$ cat config.mk
export PLATFORM = sky130hd
export DESIGN_NAME = rv32_mod_bus_arbiter
export DESIGN_NICKNAME = d
export VERILOG_FILES = /design/src/rtl/rv32_pkg_bus.sv /design/src/rtl/rv32_mod_bus_timeout.sv /design/src/rtl/rv32_mod_bus_arbiter.sv
export SDC_FILE = /design/constraint.sdc
export NUM_CORES = 1
export LEC_CHECK = 0
export ABC_CLOCK_PERIOD_IN_PS = 2200
export CORE_MARGIN = 5
export CORE_UTILIZATION = 32
export DETAILED_ROUTE_END_ITERATION = 8
export MAX_ROUTING_LAYER = met4
export PLACE_DENSITY_LB_ADDON = 0.25
export SLEW_MARGIN = 5
export SYNTH_ARGS = -nofsm -noshare
export SYNTH_HDL_FRONTEND = slang
export SYNTH_SLANG_ARGS = --single-unit
$ cat constraint.sdc
create_clock -name clk -period 2.2 [get_ports clk]
set_input_delay 0.22 -clock clk [delete_from_list [all_inputs] [get_ports clk]]
set_output_delay 0.22 -clock clk [all_outputs]
set_load 0.02 [all_outputs]
$ cat src/rtl/rv32_pkg_bus.sv
// Shared types for the rv32imc_ss memory-bus arbiter: FSM states, grant owner
// and the latched request that drives the unified memory port.
package rv32_pkg_bus;

    typedef enum logic [1:0] {IDLE, GRANT_I, GRANT_D} arb_state_t;
    typedef enum logic {GRANT_INSTR, GRANT_DATA} bus_grant_t;

    localparam logic [3:0] BE_WORD = 4'hF;

    typedef struct packed {
        logic        wr;
        logic [3:0]  be;
        logic [31:0] addr;
        logic [31:0] data;
    } bus_req_t;

endpackage

$ cat src/rtl/rv32_mod_bus_timeout.sv
// Saturating busy counter; expired stays high once TIMEOUT_CYCLES busy cycles
// have elapsed since the last clear. TIMEOUT_CYCLES = 0 disables it.
module rv32_mod_bus_timeout #(
    parameter int TIMEOUT_CYCLES = 255
) (
    input  logic clk,
    input  logic reset,
    input  logic clear,
    input  logic enable,
    output logic expired
);

    localparam int CNT_W = (TIMEOUT_CYCLES > 0) ? $clog2(TIMEOUT_CYCLES + 1) : 1;
    localparam logic [CNT_W-1:0] LIMIT = CNT_W'(TIMEOUT_CYCLES);

    logic [CNT_W-1:0] count;

    // Holding at LIMIT keeps the counter from wrapping into a false "fresh" state.
    always_ff @(posedge clk or posedge reset) begin
        if (reset)
            count <= '0;
        else if (clear)
            count <= '0;
        else if (enable && count != LIMIT)
            count <= count + 1'b1;
    end

    assign expired = (TIMEOUT_CYCLES != 0) && (count == LIMIT);

endmodule

$ cat src/rtl/rv32_mod_bus_arbiter.sv
// Shares one memory handshake port between the fetch and load/store masters,
// one transaction at a time, with bus-error abort on a hung response.
module rv32_mod_bus_arbiter
    import rv32_pkg_bus::*;
#(
    parameter int DATA_PRIORITY  = 1,
    parameter int TIMEOUT_CYCLES = 255
) (
    input  logic        clk,
    input  logic        reset,
    input  logic        instr_req,
    input  logic [31:0] instr_addr,
    output logic        instr_ack,
    output logic        instr_err,
    output logic [31:0] instr_data_i,
    input  logic        data_req,
    input  logic        data_wr,
    input  logic [3:0]  data_be,
    input  logic [31:0] data_addr,
    input  logic [31:0] data_data_o,
    output logic        data_ack,
    output logic        data_err,
    output logic [31:0] data_data_i,
    output logic        mem_req,
    output logic        mem_wr,
    output logic [3:0]  mem_be,
    output logic [31:0] mem_addr,
    output logic [31:0] mem_data_o,
    input  logic        mem_ack,
    input  logic        mem_err,
    input  logic [31:0] mem_data_i
);

    arb_state_t state, state_nxt;
    bus_grant_t last_grant, last_grant_nxt;
    bus_req_t   instr_rq, data_rq, mem_rq, mem_rq_nxt;
    logic       mem_req_nxt;
    logic       grant_start, expired, data_wins, resp_ok, resp_err;

    assign instr_rq = '{wr: 1'b0, be: BE_WORD, addr: instr_addr, data: 32'h0};
    assign data_rq  = '{wr: data_wr, be: data_be, addr: data_addr, data: data_data_o};

    assign mem_wr     = mem_rq.wr;
    assign mem_be     = mem_rq.be;
    assign mem_addr   = mem_rq.addr;
    assign mem_data_o = mem_rq.data;

    rv32_mod_bus_timeout #(.TIMEOUT_CYCLES(TIMEOUT_CYCLES)) u_timeout (
        .clk     (clk),
        .reset   (reset),
        .clear   (grant_start),
        .enable  (state != IDLE),
        .expired (expired)
    );

    always_ff @(posedge clk or posedge reset) begin
        if (reset) begin
            state      <= IDLE;
            last_grant <= GRANT_INSTR;
            mem_req    <= 1'b0;
            mem_rq     <= '0;
        end else begin
            state      <= state_nxt;
            last_grant <= last_grant_nxt;
            mem_req    <= mem_req_nxt;
            mem_rq     <= mem_rq_nxt;
        end
    end

    always_comb begin
        state_nxt      = state;
        last_grant_nxt = last_grant;
        mem_req_nxt    = mem_req;
        mem_rq_nxt     = mem_rq;
        grant_start    = 1'b0;
        instr_ack      = 1'b0;
        instr_err      = 1'b0;
        instr_data_i   = '0;
        data_ack       = 1'b0;
        data_err       = 1'b0;
        data_data_i    = '0;
        // Round-robin tie goes to data only if instr was served last.
        data_wins = data_req &&
                    (!instr_req || DATA_PRIORITY != 0 || last_grant == GRANT_INSTR);
        // A real response in the timeout cycle takes precedence over the abort.
        resp_ok  = mem_ack && !mem_err;
        resp_err = mem_err || (expired && !mem_ack);

        case (state)
            IDLE: begin
                if (data_wins) begin
                    state_nxt   = GRANT_D;
                    mem_rq_nxt  = data_rq;
                    mem_req_nxt = 1'b1;
                    grant_start = 1'b1;
                end else if (instr_req) begin
                    state_nxt   = GRANT_I;
                    mem_rq_nxt  = instr_rq;
                    mem_req_nxt = 1'b1;
                    grant_start = 1'b1;
                end
            end
            GRANT_I: begin
                // Gating by req drops the response if the master gave up.
                instr_ack    = instr_req && resp_ok;
                instr_err    = instr_req && resp_err;
                instr_data_i = mem_data_i;
                if (mem_ack || resp_err) begin
                    state_nxt      = IDLE;
                    mem_req_nxt    = 1'b0;
                    last_grant_nxt = GRANT_INSTR;
                end
            end
            GRANT_D: begin
                data_ack    = data_req && resp_ok;
                data_err    = data_req && resp_err;
                data_data_i = mem_data_i;
                if (mem_ack || resp_err) begin
                    state_nxt      = IDLE;
                    mem_req_nxt    = 1'b0;
                    last_grant_nxt = GRANT_DATA;
                end
            end
            default: state_nxt = IDLE;
        endcase
    end

endmodule

==> impl_metrics.py <==
metrics = {
    "logic_synthesis": {
        "synth_edf_count": 0,
        "ys_ff_latch": 80,
        "synth_area_um2": 3900,
        "syn_nets": 518,
        "synth_cell_types": 34,
        "ys_async_sr_fraction": 1.00,
        "syn_inst": 374,
        "synth.avg_cell_area_um2": 10.4,
        "synth_warnings": 0,
        "synthFlopType": "dfrtp_1",
        "synth_seq_area_share": 0.513,
    },
    "final_layout": {
        "multi_input_area_um2": 1770,
        "nFillCells": 1044,
        "drive_gt1_frac": 0.0463,
        "n_antenna_cell": 0,
        "regArea_um2": 2000,
        "fin_area_um2": 7110,
        "finish.utilization": 0.594,
        "syn_to_final_growth_pct": 82.1,
        "nNetsFinal": 787,
    },
    "setup_path": {
        "crit_path_start_kind": "register",
        "worstRegToRegCells": 5,
        "crit_buf_inv": 1,
        "crit_fanout": 5,
        "cp.required_ns": 1.98,
        "crit_family": "flip-flops",
        "slowest_stage": "dfrtp_1",
        "r2r_start": "state[0]",
        "reg2reg_slack_ns": 0.32,
        "cp_slowest_stage_delay_ns": 0.42,
        "end_kind": "output port",
        "critPathKind": "reg2out",
        "path_cells": "ha_1 -> and3_2 -> a31oi_2 -> nor2_1 -> dlygate4sd2_1",
        "cp.arrival_ns": 1.91,
        "r2r-end": "u_timeout.count[6]",
    },
    "timing": {
        "rsz0062_at_grt": "no",
        "setup_viol": 0,
        "final_hold_viol_count": 0,
        "finalSetupTns_ns": 0,
        "slew_viol_final": 0,
        "clock.fmax_mhz": 470,
        "fin_crit_sh": 0.967,
        "fin_ws_ns": 0.0722,
        "max-slew-margin-rel": 0.631,
        "layout_min_cycle_time_ns": 2.13,
        "finClkSkew_ns": 0.00815,
        "tightest_slew_ns": 0.553,
    },
    "route": {
        "vias_per_cell": 4.76,
        "routed_wl_um": 13600,
        "ant_nets": 0,
        "drtIter0Drc": 111,
        "drc": 0,
        "vias": 3782,
        "dr.pass1.iters": 4,
        "wl_per_cell_um": 17.1,
    },
    "placement": {
        "dp_hpwl_um": 10900,
        "placed_area_um2": 6870,
        "place.gp.congestion": 0.799,
        "pre_cts_ws_ns": 0.164,
        "io_buffers": 276,
    },
    "cts": {
        "cts_buffers": 9,
        "cts.sinks": 80,
        "htreeDepth": 3,
        "cts_tree": "yes",
        "insertion_delay_ns": 0.33,
        "clkTransAtPathRegs_ns": 0.06,
        "cts_root_buf": "clkbuf_16",
        "cts_buffer_depth": 2,
    },
    "power": {
        "peakVddDrop_mv": 0.569,
        "leakagePower_nw": 3.37,
        "power_density_nw_per_um2": 1220,
    },
    "die": {
        "core.rowCount": 40,
        "fp.dieArea_um2": 14500,
        "die_h_um": 120,
        "io_pins": 277,
        "die_w_um": 120,
        "initial_core_util": 0.326,
        "coreArea_um2": 12000,
    },
    "flow_run": {
        "max_cap_viol_count": 0,
    },
    "outcome": {
        "status": "completed",
    },
    "grt": {
        "grt_pass1_wl_um": 20700,
        "antenna_found_initial": 0,
        "overflow": 0,
        "grt_usage": 0.186,
        "grt_max_degree": 85,
        "grt_pass1_vias": 4047,
    },
    "hold_path": {
        "hold_class": "in2async",
    },
}
## worst max path at each step
stage | startpoint | to | slack (ns) | cells past startpoint
2_1_floorplan | u_timeout.count[0] | state[1] | 0.59 | 4
3_3_place_gp | u_timeout.count[0] | instr_err | 0.20 | 5
3_5_place_dp | u_timeout.count[0] | instr_err | 0.16 | 5
4_1_cts | state[0] | data_data_i[12] | 0.002 | 5
5_1_grt | u_timeout.count[0] | instr_err | 0.003 | 5
6_report | u_timeout.count[0] | instr_err | 0.07 | 5
## flip-flops by register name, summed over array words and instances, names as in the netlist
name,cells
mem_be,4
mem_data_o,32
u_timeout.count,8
state,2
mem_wr,1
mem_req,1
mem_addr,32
## Yosys cell counts (all sizes together), types with 2 or more instances
cell type / count / area, um2
nor2: 5 / 18.8
nand2b: 3 / 18.8
o21a: 2 / 15.0
nor3: 4 / 20.0
o21ai: 36 / 180
clkbuf: 15 / 56.3
a31oi: 4 / 25.0
inv: 7 / 26.3
o22a: 4 / 35.0
nor3b: 3 / 22.5
dfrtp: 80 / 2000
and2: 65 / 407
and4b: 2 / 20.0
a211o: 2 / 17.5
ha: 5 / 62.6
a22o: 33 / 289
nand2: 43 / 161
mux2i: 35 / 350
a21oi: 2 / 10.0
buf: 12 / 66.3
## report_power, final
part	internal, mW	switching (mW)
Combinational	2.20	2.47
Sequential	2.10	0.379
Clock	0.913	0.598
## timing repair
item,4_1_cts,5_1_grt
hold buffers,0,0
buffers inserted,0,0
gates resized for setup,65,5
gates cloned,0,0
setup endpoints to repair,65,5
## layer usage
metal | global-route usage | part of all wire | vias up
met4 | 0.0432 | 0.0087 | 0
met2 | 0.333 | 0.52 | 179
met1 | 0.206 | 0.39 | 1752
li1 | - | - | 1841
met5 | - | 0 | -
met3 | 0.0510 | 0.080 | 10
## stage by stage
step                hold slack [ns]  power (mW)  instances
floorplan                     0.360        4.90        374
global placement              0.461        7.32        779
detailed placement            0.469        7.41        779
CTS                           0.267        8.79        795
global route                  0.303        9.20        795
finish                        0.253        8.66        795
## cell type report
type                       count  area share
inverter                       7     0.00423
sequential                    80       0.282
clock inverter                 6     0.00951
tap                          147      0.0259
clock buffer                  10      0.0336
multi-input combinational    260       0.249
timing repair buffer         285       0.396
## logic make-up after synthesis
family,Yosys count,share of synthesized area
simple gates,131,0.182
mux,35,0.0898
fa+ha+maj,5,0.0160
buf+inv,34,0.0382
compound gates,89,0.161
flops,80,0.513
## cell usage in the layout (no fill, tap or decap), types with 2 or more instances in the layout
| cell | instances |
|---|---|
| a211o_1 | 2 |
| a21oi_1 | 2 |
| a22o_1 | 33 |
| a31oi_1 | 3 |
| and2_1 | 65 |
| and4b_1 | 2 |
| buf_12 | 5 |
| buf_4 | 4 |
| clkbuf_16 | 9 |
| clkdlybuf4s50_1 | 207 |
| clkinvlp_4 | 3 |
| dfrtp_1 | 80 |
| dlygate4sd2_1 | 65 |
| dlymetal6s2s_1 | 3 |
| ha_1 | 5 |
| inv_1 | 6 |
| mux2i_1 | 35 |
| nand2_1 | 43 |
| nand2b_1 | 3 |
| nor2_1 | 5 |
| nor3_1 | 4 |
| nor3b_1 | 3 |
| o21a_1 | 2 |
| o21ai_0 | 35 |
| o22a_1 | 4 |
(Power assumes the default switching activity.)
==> variant, RTL diff (config.mk and constraints unchanged) <==
`TIMEOUT_CYCLES` is set to 255 in 2 places; all go to 510.
--- a/src/rtl/rv32_mod_bus_timeout.sv
+++ b/src/rtl/rv32_mod_bus_timeout.sv
@@ -2,5 +2,5 @@
 // have elapsed since the last clear. TIMEOUT_CYCLES = 0 disables it.
 module rv32_mod_bus_timeout #(
-    parameter int TIMEOUT_CYCLES = 255
+    parameter int TIMEOUT_CYCLES = 510
 ) (
     input  logic clk,
--- a/src/rtl/rv32_mod_bus_arbiter.sv
+++ b/src/rtl/rv32_mod_bus_arbiter.sv
@@ -5,5 +5,5 @@
 #(
     parameter int DATA_PRIORITY  = 1,
-    parameter int TIMEOUT_CYCLES = 255
+    parameter int TIMEOUT_CYCLES = 510
 ) (
     input  logic        clk,
Function: no difference found for any inputs over 4 cycles, from zero or initial values and one cycle with reset high; that may be too few to reach the edited logic, so the function may still have changed.
==> variant against the unedited design <==
- wire length is 0.17% lower
- synthesized cell count is 2.1% lower
- final cell count decreased by 0.38%
- die area rose by 0.52%
- final area rose by 1.9%
- sequential share of layout area is 0.19 points lower
- via count increased by 0.58%
- sequential cell count up 1
- power rose by 4.2%
- critical path depth increased by 2
- worst setup slack improved by 0.13 ns
- sequential power is 4% higher
- synthesized area up 0.58%
- largest cell class unchanged
- highest routed layer unchanged
==> variant: results (changes against the unedited design) <==
| Metric | Value |
|---|---|
| Post-synthesis sequential area ratio | 0.5166 (+0.003432) |
| CTS Buf Count | 9 (unchanged) |
| Synth area leaders | dfrtp_1, and2_1, mux2i_1 |
| Via density | 4.803 (+0.96%) |
| Status | finished clean |
| Post-cts sizing count | 37 (-43%) |
| Crit-path max FO | 4 (-1) |
| Combinational power | 4.98 mW (+6.6%) |
| Most common library cells after synthesis | dfrtp_1, and2_1, nand2_1 |
| Pleak | 3.816 nW (+13%) |
| Filler Cells Inserted | 1039 (-0.48%) |
| P_int | 5.438 mW (+4.3%) |
| Nets | 786 (-0.13%) |
| Drt pass-1 iters | 6 (+2) |
| Largest net degree at the start of global routing | 58 (-32%) |
| CP arrival | 1.78 ns (-0.13 ns) |
| Via count of the first global-routing pass | 4081 (+0.84%) |
| Dpl ws | 0.05976 ns (-0.1046 ns) |
| Worst vdd rail ir drop | 0.0007368 V (+29%) |
| Post-synthesis mux area share | 0.08673 (-0.003066) |
| Clock share of power | 0.161 (-0.014) |
| GPL Wtd Cong | 0.8345 (+4.5%) |
| DR iter-0 viols | 142 (+28%) |
| Slew headroom | 0.6645 (+0.03313) |
| Ys async rst share | 1.000 (unchanged) |
| Synth Area in Compound Gates | 0.1652 (+0.004499) |
| DRT Wirelength | 13580 µm (-0.17%) |
| Netlist cell types | 34 (unchanged) |
| Post-synth net total | 511 (-1.4%) |
| Share of layout cells above drive strength 1 | 0.05736 (+0.01107) |
| HPWL Detailed | 10700 µm (-1.9%) |
| Post-Synth XOR/XNOR Area | 0.002232 (+0.002232) |
| Adder-cell area share of the yosys netlist | 0.01913 (+0.003097) |
| Setup Skew | 0.004550 ns (-0.003601 ns) |
| First-pass GRT wire length | 20640 µm (-0.43%) |
| Max incr delay on CP | 0.38 ns (-0.04 ns) |
| GRT Total Usage | 0.1849 (-0.0007878) |
| Warnings from Yosys | 0 (unchanged) |
==> variant: final cells by class <==
| type | instances | area share |
|---|---|---|
| clock buffer | 9 | 0.03110 |
| clock inverter | 6 | 0.008293 |
| inverter | 6 | 0.003628 |
| multi-input combinational | 254 | 0.2440 |
| sequential | 81 | 0.2799 |
| tap | 147 | 0.02540 |
| timing repair buffer | 289 | 0.4077 |
==> variant: metrics by stage <==
stage	cells	area, µm²	total power, mW
finish	792	7242	9.023
floorplan	366	3928	5.117
global placement	777	6910	7.698
CTS	792	7157	9.165
detailed placement	777	6910	7.782
global route	792	7242	9.573
==> variant: cells by family (layout without fill, tap and decap cells) <==
kind of cell / Yosys count / in the layout
DFF: 81 / 81
xor gates and xnor gates: 1 / 1
buffers and inverters: 31 / 310
adders and majority gates: 6 / 6
and+or+nand+nor: 122 / 122
muxes: 34 / 34
AOI/OAI and AO/OA: 91 / 91
==> variant: worst paths after layout <==
path	start	endpoint	slack [ns]	cells after the start
max	u_timeout.count[0]	instr_err	0.20	7
min	reset	mem_addr[25]	0.32	3
max reg2reg	state[0]	u_timeout.count[6]	0.36	6
min reg2reg	mem_addr[2]	mem_addr[2]	0.48	2
max in group asynchronous	reset	mem_addr[14]	1.54	3
min in group clk	data_req	mem_be[2]	0.39	3
==> variant: worst max-delay path: cells and delay by family (launching register included) <==
family / cells / cell delay [ns]
simple gates: 3 / 0.57
flops: 1 / 0.38
buf+inv: 2 / 0.23
compound gates: 1 / 0.11
fa+ha+maj: 1 / 0.16
==> variant: metal layers <==
| metal | routed length [µm] | track usage | vias up |
|---|---|---|---|
| met3 | 1050 | 0.05239 | 16 |
| li1 | - | - | 1830 |
| met4 | 232 | 0.06586 | 0 |
| met5 | 0 | - | - |
| met2 | 6949 | 0.3301 | 185 |
| met1 | 5348 | 0.1954 | 1773 |
